===== src/rtl/if_prefetch_unit_pkg.sv =====
// Shared types and constants for the instruction-fetch front end.
package if_prefetch_unit_pkg;

  localparam logic [31:0] RESET_PC_DEFAULT = 32'h0000_0000;
  localparam logic [31:0] NOP_INST         = 32'h0000_0013;

  typedef struct packed {
    logic [31:0] pc;
    logic [31:0] inst;
  } fetch_pair_t;

  function automatic logic [31:0] word_align(
    input logic [31:0] a
  );
    return a & ~32'd3;
  endfunction

endpackage


===== src/rtl/if_prefetch_unit_queue.sv =====
// Generic synchronous FIFO with flush; flush wins over push.
module if_queue #(
  parameter int WIDTH = 64,
  parameter int DEPTH = 4,
  localparam int AW = $clog2(DEPTH),
  localparam int CW = AW + 1
) (
  input  logic             clk,
  input  logic             rst,
  input  logic             push,
  input  logic             pop,
  input  logic             flush,
  input  logic [WIDTH-1:0] wdata,
  output logic [WIDTH-1:0] rdata,
  output logic             full,
  output logic             empty,
  output logic [CW-1:0]    count
);

  logic [WIDTH-1:0] r_mem [DEPTH];
  logic [AW-1:0]    r_rd;
  logic [AW-1:0]    r_wr;
  logic [CW-1:0]    r_cnt;
  logic             w_pop;

  assign empty = (r_cnt == '0);
  assign full  = (r_cnt == CW'(DEPTH));
  assign count = r_cnt;
  assign rdata = r_mem[r_rd];
  assign w_pop = pop & ~empty;

  always_ff @(posedge clk or posedge rst) begin
    if (rst) begin
      r_rd  <= '0;
      r_wr  <= '0;
      r_cnt <= '0;
      for (int i = 0; i < DEPTH; i++)
        r_mem[i] <= '0;
    end else if (flush) begin
      r_rd  <= '0;
      r_wr  <= '0;
      r_cnt <= '0;
    end else begin
      if (push) begin
        r_mem[r_wr] <= wdata;
        r_wr        <= r_wr + AW'(1);
      end
      if (w_pop)
        r_rd <= r_rd + AW'(1);
      r_cnt <= r_cnt + CW'(push) - CW'(w_pop);
    end
  end

endmodule


===== src/rtl/if_prefetch_unit.sv =====
// Fetch front end: owns the PC, issues IROM reads, buffers {pc, inst}.
module if_prefetch_unit
  import if_prefetch_unit_pkg::*;
#(
  parameter int          ADDR_W   = 14,
  parameter int          DEPTH    = 4,
  parameter int          ROM_SYNC = 0,
  parameter logic [31:0] RESET_PC = RESET_PC_DEFAULT,
  localparam int         CW       = $clog2(DEPTH) + 1
) (
  input  logic              cpu_clk,
  input  logic              cpu_rst,
  input  logic              fetch_en,
  output logic [ADDR_W-1:0] inst_addr,
  input  logic [31:0]       inst,
  input  logic              redirect_valid,
  input  logic [31:0]       redirect_pc,
  output logic              id_valid,
  input  logic              id_ready,
  output logic [31:0]       id_pc,
  output logic [31:0]       id_pc4,
  output logic [31:0]       id_inst,
  output logic [CW-1:0]     q_count
);

  localparam bit SYNC = (ROM_SYNC != 0);

  logic [31:0] r_fetch_pc;
  logic [31:0] r_req_pc;
  logic        r_inflight;
  logic        r_seen;

  logic        w_deq;
  logic [CW:0] w_occ;
  logic        w_issue;
  logic        w_push;
  logic        w_full;
  logic        w_empty;
  fetch_pair_t w_wdata;
  fetch_pair_t w_head;

  assign w_deq = id_valid & id_ready;

  // Credit counts in-flight reads so a sync return always has a slot.
  assign w_occ = {1'b0, q_count}
               + (CW+1)'(r_inflight)
               - (CW+1)'(w_deq);

  assign w_issue = fetch_en & ~redirect_valid
                 & (w_occ < (CW+1)'(DEPTH));

  always_comb begin
    w_push       = 1'b0;
    w_wdata.inst = inst;
    w_wdata.pc   = r_fetch_pc;
    if (SYNC) begin
      w_push     = r_inflight & ~redirect_valid;
      w_wdata.pc = r_req_pc;
    end else begin
      w_push = w_issue;
    end
    w_push = w_push & (~w_full | w_deq);
  end

  always_ff @(posedge cpu_clk or posedge cpu_rst) begin
    if (cpu_rst) begin
      r_fetch_pc <= RESET_PC;
      r_req_pc   <= '0;
      r_inflight <= 1'b0;
      r_seen     <= 1'b0;
    end else begin
      if (redirect_valid)
        r_fetch_pc <= word_align(redirect_pc);
      else if (w_issue)
        r_fetch_pc <= r_fetch_pc + 32'd4;
      if (w_issue)
        r_req_pc <= r_fetch_pc;
      r_inflight <= SYNC & w_issue;
      if (w_push)
        r_seen <= 1'b1;
    end
  end

  if_queue #(
    .WIDTH ($bits(fetch_pair_t)),
    .DEPTH (DEPTH)
  ) u_queue (
    .clk   (cpu_clk),
    .rst   (cpu_rst),
    .push  (w_push),
    .pop   (w_deq),
    .flush (redirect_valid),
    .wdata (w_wdata),
    .rdata (w_head),
    .full  (w_full),
    .empty (w_empty),
    .count (q_count)
  );

  assign inst_addr = r_fetch_pc[ADDR_W+1:2];
  assign id_valid  = ~w_empty;
  assign id_pc     = w_head.pc;
  assign id_inst   = w_head.inst;
  // pc4 reads zero until the first entry ever lands, matching reset.
  assign id_pc4    = r_seen ? (w_head.pc + 32'd4) : '0;

endmodule


===== config.mk =====
export PLATFORM = sky130hd
export DESIGN_NAME = if_prefetch_unit
export DESIGN_NICKNAME = d
export VERILOG_FILES = /design/src/rtl/if_prefetch_unit_pkg.sv /design/src/rtl/if_prefetch_unit_queue.sv /design/src/rtl/if_prefetch_unit.sv
export SDC_FILE = /design/constraint.sdc
export NUM_CORES = 1
export LEC_CHECK = 0
export CAP_MARGIN = 20
export CELL_PAD_IN_SITES_DETAIL_PLACEMENT = 0
export CELL_PAD_IN_SITES_GLOBAL_PLACEMENT = 1
export CORE_UTILIZATION = 30
export DETAILED_ROUTE_END_ITERATION = 8
export MAX_ROUTING_LAYER = met4
export PLACE_DENSITY_LB_ADDON = 0.1
export SETUP_SLACK_MARGIN = 0.1
export SYNTH_ARGS = -nofsm -noshare
export SYNTH_HDL_FRONTEND = slang
export SYNTH_SLANG_ARGS = --single-unit

===== constraint.sdc =====
create_clock -name cpu_clk -period 25.7 [get_ports cpu_clk]
set_input_delay 2.57 -clock cpu_clk [delete_from_list [all_inputs] [get_ports cpu_clk]]
set_output_delay 2.57 -clock cpu_clk [all_outputs]
set_load 0.005 [all_outputs]

==> metrics <==
status finished, final reports clean; PostCTS Resize Cnt 0; layout net count 1225; Power Dens Cells 122 nW/um^2; vias per inst 4.91; Port Buffers 176; share of layout cells above drive strength 1 0.332; Clock transition at path regs 0.06 ns; Final Critical Period 6.98 ns; Crit Path Category flip-flop to primary output; Die Y-Extent 217 um; Setup crit start kind flip-flop; final hold slack 0.498 ns; Slew Viols, Final 0; multi-input logic area 6200 sq um; pre-CTS setup slack 19.15 ns; Hold Path Depth 1; Power, Total 2.11 mW; latest clock arrival within the worst-skew pair 0.55 ns; maximum VDD drop 58.9 uV; reg2reg setup slack 22.51 ns; sequential cell area 7160 sq um; row cnt 78; Synth Flop Type dfrtp_1; sequential-to-total area share from yosys stat 0.518; DR pass1 iterations 4; top cell type's share of synthesized area 0.518; dpl cells 1706; Hold Startpoint u_queue.r_mem[87]; Min-Delay Path Class flip-flop to flip-flop; maximum number of pins on one net before global-route repair 155; synthesized area per cell 13.9 sq um; max frequency 0.143 GHz; Max-slew headroom 0.350; number of enable flip-flop cells after synthesis 0; setup TNS 0 ns; post-route setup slack 18.72 ns; initial DRC count 383; filler instances 4415; Arr. time, crit path 4.41 ns; cts bufs inserted 37; cts hold-fix bufs 0; vias 8714; Synth Register Bits 286; IO Pins 183; drt drc 0; Synth Cell Area 13800 sq um; placed cell areas 16000 sq um; routability cong. 0.690; Fin Clk Skew 0.0234 ns; initial antenna violation count 2; worst reg2reg path depth 9; Synth Instances 996; ys async rst share 1.00; Worst-Margin Slew 0.975 ns; worst r2r dst u_queue.r_mem[71]; global-route wire length before repair 56500 um; CTS H-Tree Depth 2; fin area 17300 sq um; total grt overflow 0; yosys warns 0; Die ar. 46900 sq um; max_cap viols 0; post-route clock period utilization 0.271; fin cells 1775; final setup fails 0; Distinct cells, synth 50; Antenna Nets Post-Route 0; Yosys top cell by area dfrtp_1; Layout area overhead 25.5%; Longest Clk Path Bufs 3; CTS root buf clkbuf_16; hold endpoint u_queue.r_mem[87]; per-cell routed wire length 20.2 um; vias in the first global route 9432; synth top area cells dfrtp_1 (52%), mux2_2 (20%), mux4_2 (8.6%); Leakage Power 7.35 nW; CORE AREA 45400 sq um; critical path fanouts, max 44; RR Startpoint u_queue.count[1]; CP endpoint kind primary output; gr usage total 0.161; CP required 23.13 ns; RSZ-0062 raised after global routing no; post-CTS setup buffer count 0; Core Util, Final 0.382; Post-DP HPWL 22000 um; Hold Violations, Final 0; Die Width 217 um; CTS sink cnt 286; initial core utilization 0.304; final wirelength 35800 um; CTS tree done
-- power by group --
group | switching (mW) | leakage (nW) | internal, mW
registers | 0.113 | 3.61 | 0.637
logic | 0.302 | 3.10 | 0.520
clock network | 0.199 | 0.637 | 0.342
-- placed cells by master, fill, tap and decap left out, drive strengths merged, types with 3 or more instances in the layout --
| cell type | count |
|---|---|
| xnor2 | 16 |
| nand3 | 22 |
| mux2 | 248 |
| and2 | 27 |
| and3 | 4 |
| nand4 | 15 |
| o21ai | 28 |
| mux4 | 62 |
| bufinv | 3 |
| o311ai | 3 |
| buf | 11 |
| nand2 | 46 |
| a31oi | 11 |
| xor2 | 18 |
| dfrtp | 286 |
| or4b | 3 |
| o211ai | 8 |
| a21boi | 8 |
| nor2 | 24 |
| or4 | 9 |
| or3 | 19 |
| and4 | 6 |
| clkdlybuf4s50 | 175 |
| ha | 10 |
| nand2b | 3 |
| inv | 22 |
| conb | 4 |
| nor3 | 10 |
| clkbuf | 60 |
-- sequential cells by signal, summed over array words and instances, names as in the netlist --
register and flops:
u_queue.r_rd 2, r_seen 1, r_fetch_pc 30, u_queue.count 3, u_queue.r_wr 2, u_queue.r_mem 248
-- layer usage --
| metal | track usage | part of all wire |
|---|---|---|
| met5 | - | 0 |
| met2 | 0.257 | 0.48 |
| met4 | 0.0500 | 0.021 |
| met1 | 0.205 | 0.46 |
| met3 | 0.0356 | 0.047 |
-- layout make-up --
type,count,share of cell area
Antenna cell,2,0.000289
Clock buffer,60,0.0678
Clock inverter,7,0.00678
Inverter,20,0.00476
Multi-Input combinational cell,614,0.357
Sequential cell,286,0.413
Tap cell,600,0.0433
Timing Repair Buffer,186,0.106
-- worst max-delay path: stages (launching register included) --
cell and delay [ns]:
dfrtp_4 1.01, buf_4 0.54, mux4_1 0.49, and4_1 0.38, nand4_4 0.20, nor4_2 0.32, xor2_1 0.23, and2_1 0.15
clkdlybuf4s50_1 0.52
-- cell usage after synthesis (8+ instances only) --
cell type,number
dfrtp_1,286
mux2_2,248
mux4_2,53
nand2_1,46
clkbuf_1,43
o21ai_0,28
and2_1,27
nor2_1,24
nand3_1,21
buf_4,20
inv_1,19
or3_1,19
xor2_1,18
xnor2_1,16
nand4_1,13
a31oi_1,11
ha_1,10
mux4_1,9
o211ai_1,8
or4_1,8
-- worst max-delay path by stage --
stage	startpoint	to	slack [ns]
finish	u_queue.r_rd[1]	id_pc4[31]	18.72
global route	u_queue.r_rd[1]	id_pc4[31]	18.33
CTS	u_queue.r_rd[1]	id_pc4[31]	18.56
detailed placement	u_queue.r_rd[1]	id_pc4[31]	19.15
global placement	u_queue.r_rd[1]	id_pc4[31]	19.16
floorplan	cpu_rst	r_fetch_pc[10]	15.24
-- cells by family after synthesis --
kind of cell | after synthesis | share of synthesized area
DFF | 286 | 0.518
AOI/OAI and AO/OA | 62 | 0.0278
adders and majority gates | 11 | 0.0105
and+or+nand+nor | 192 | 0.0791
muxes | 311 | 0.306
buffers and inverters | 99 | 0.0362
other | 1 | 0.000271
xor gates and xnor gates | 34 | 0.0216
No activity file was read; power rests on OpenSTA's default activity.
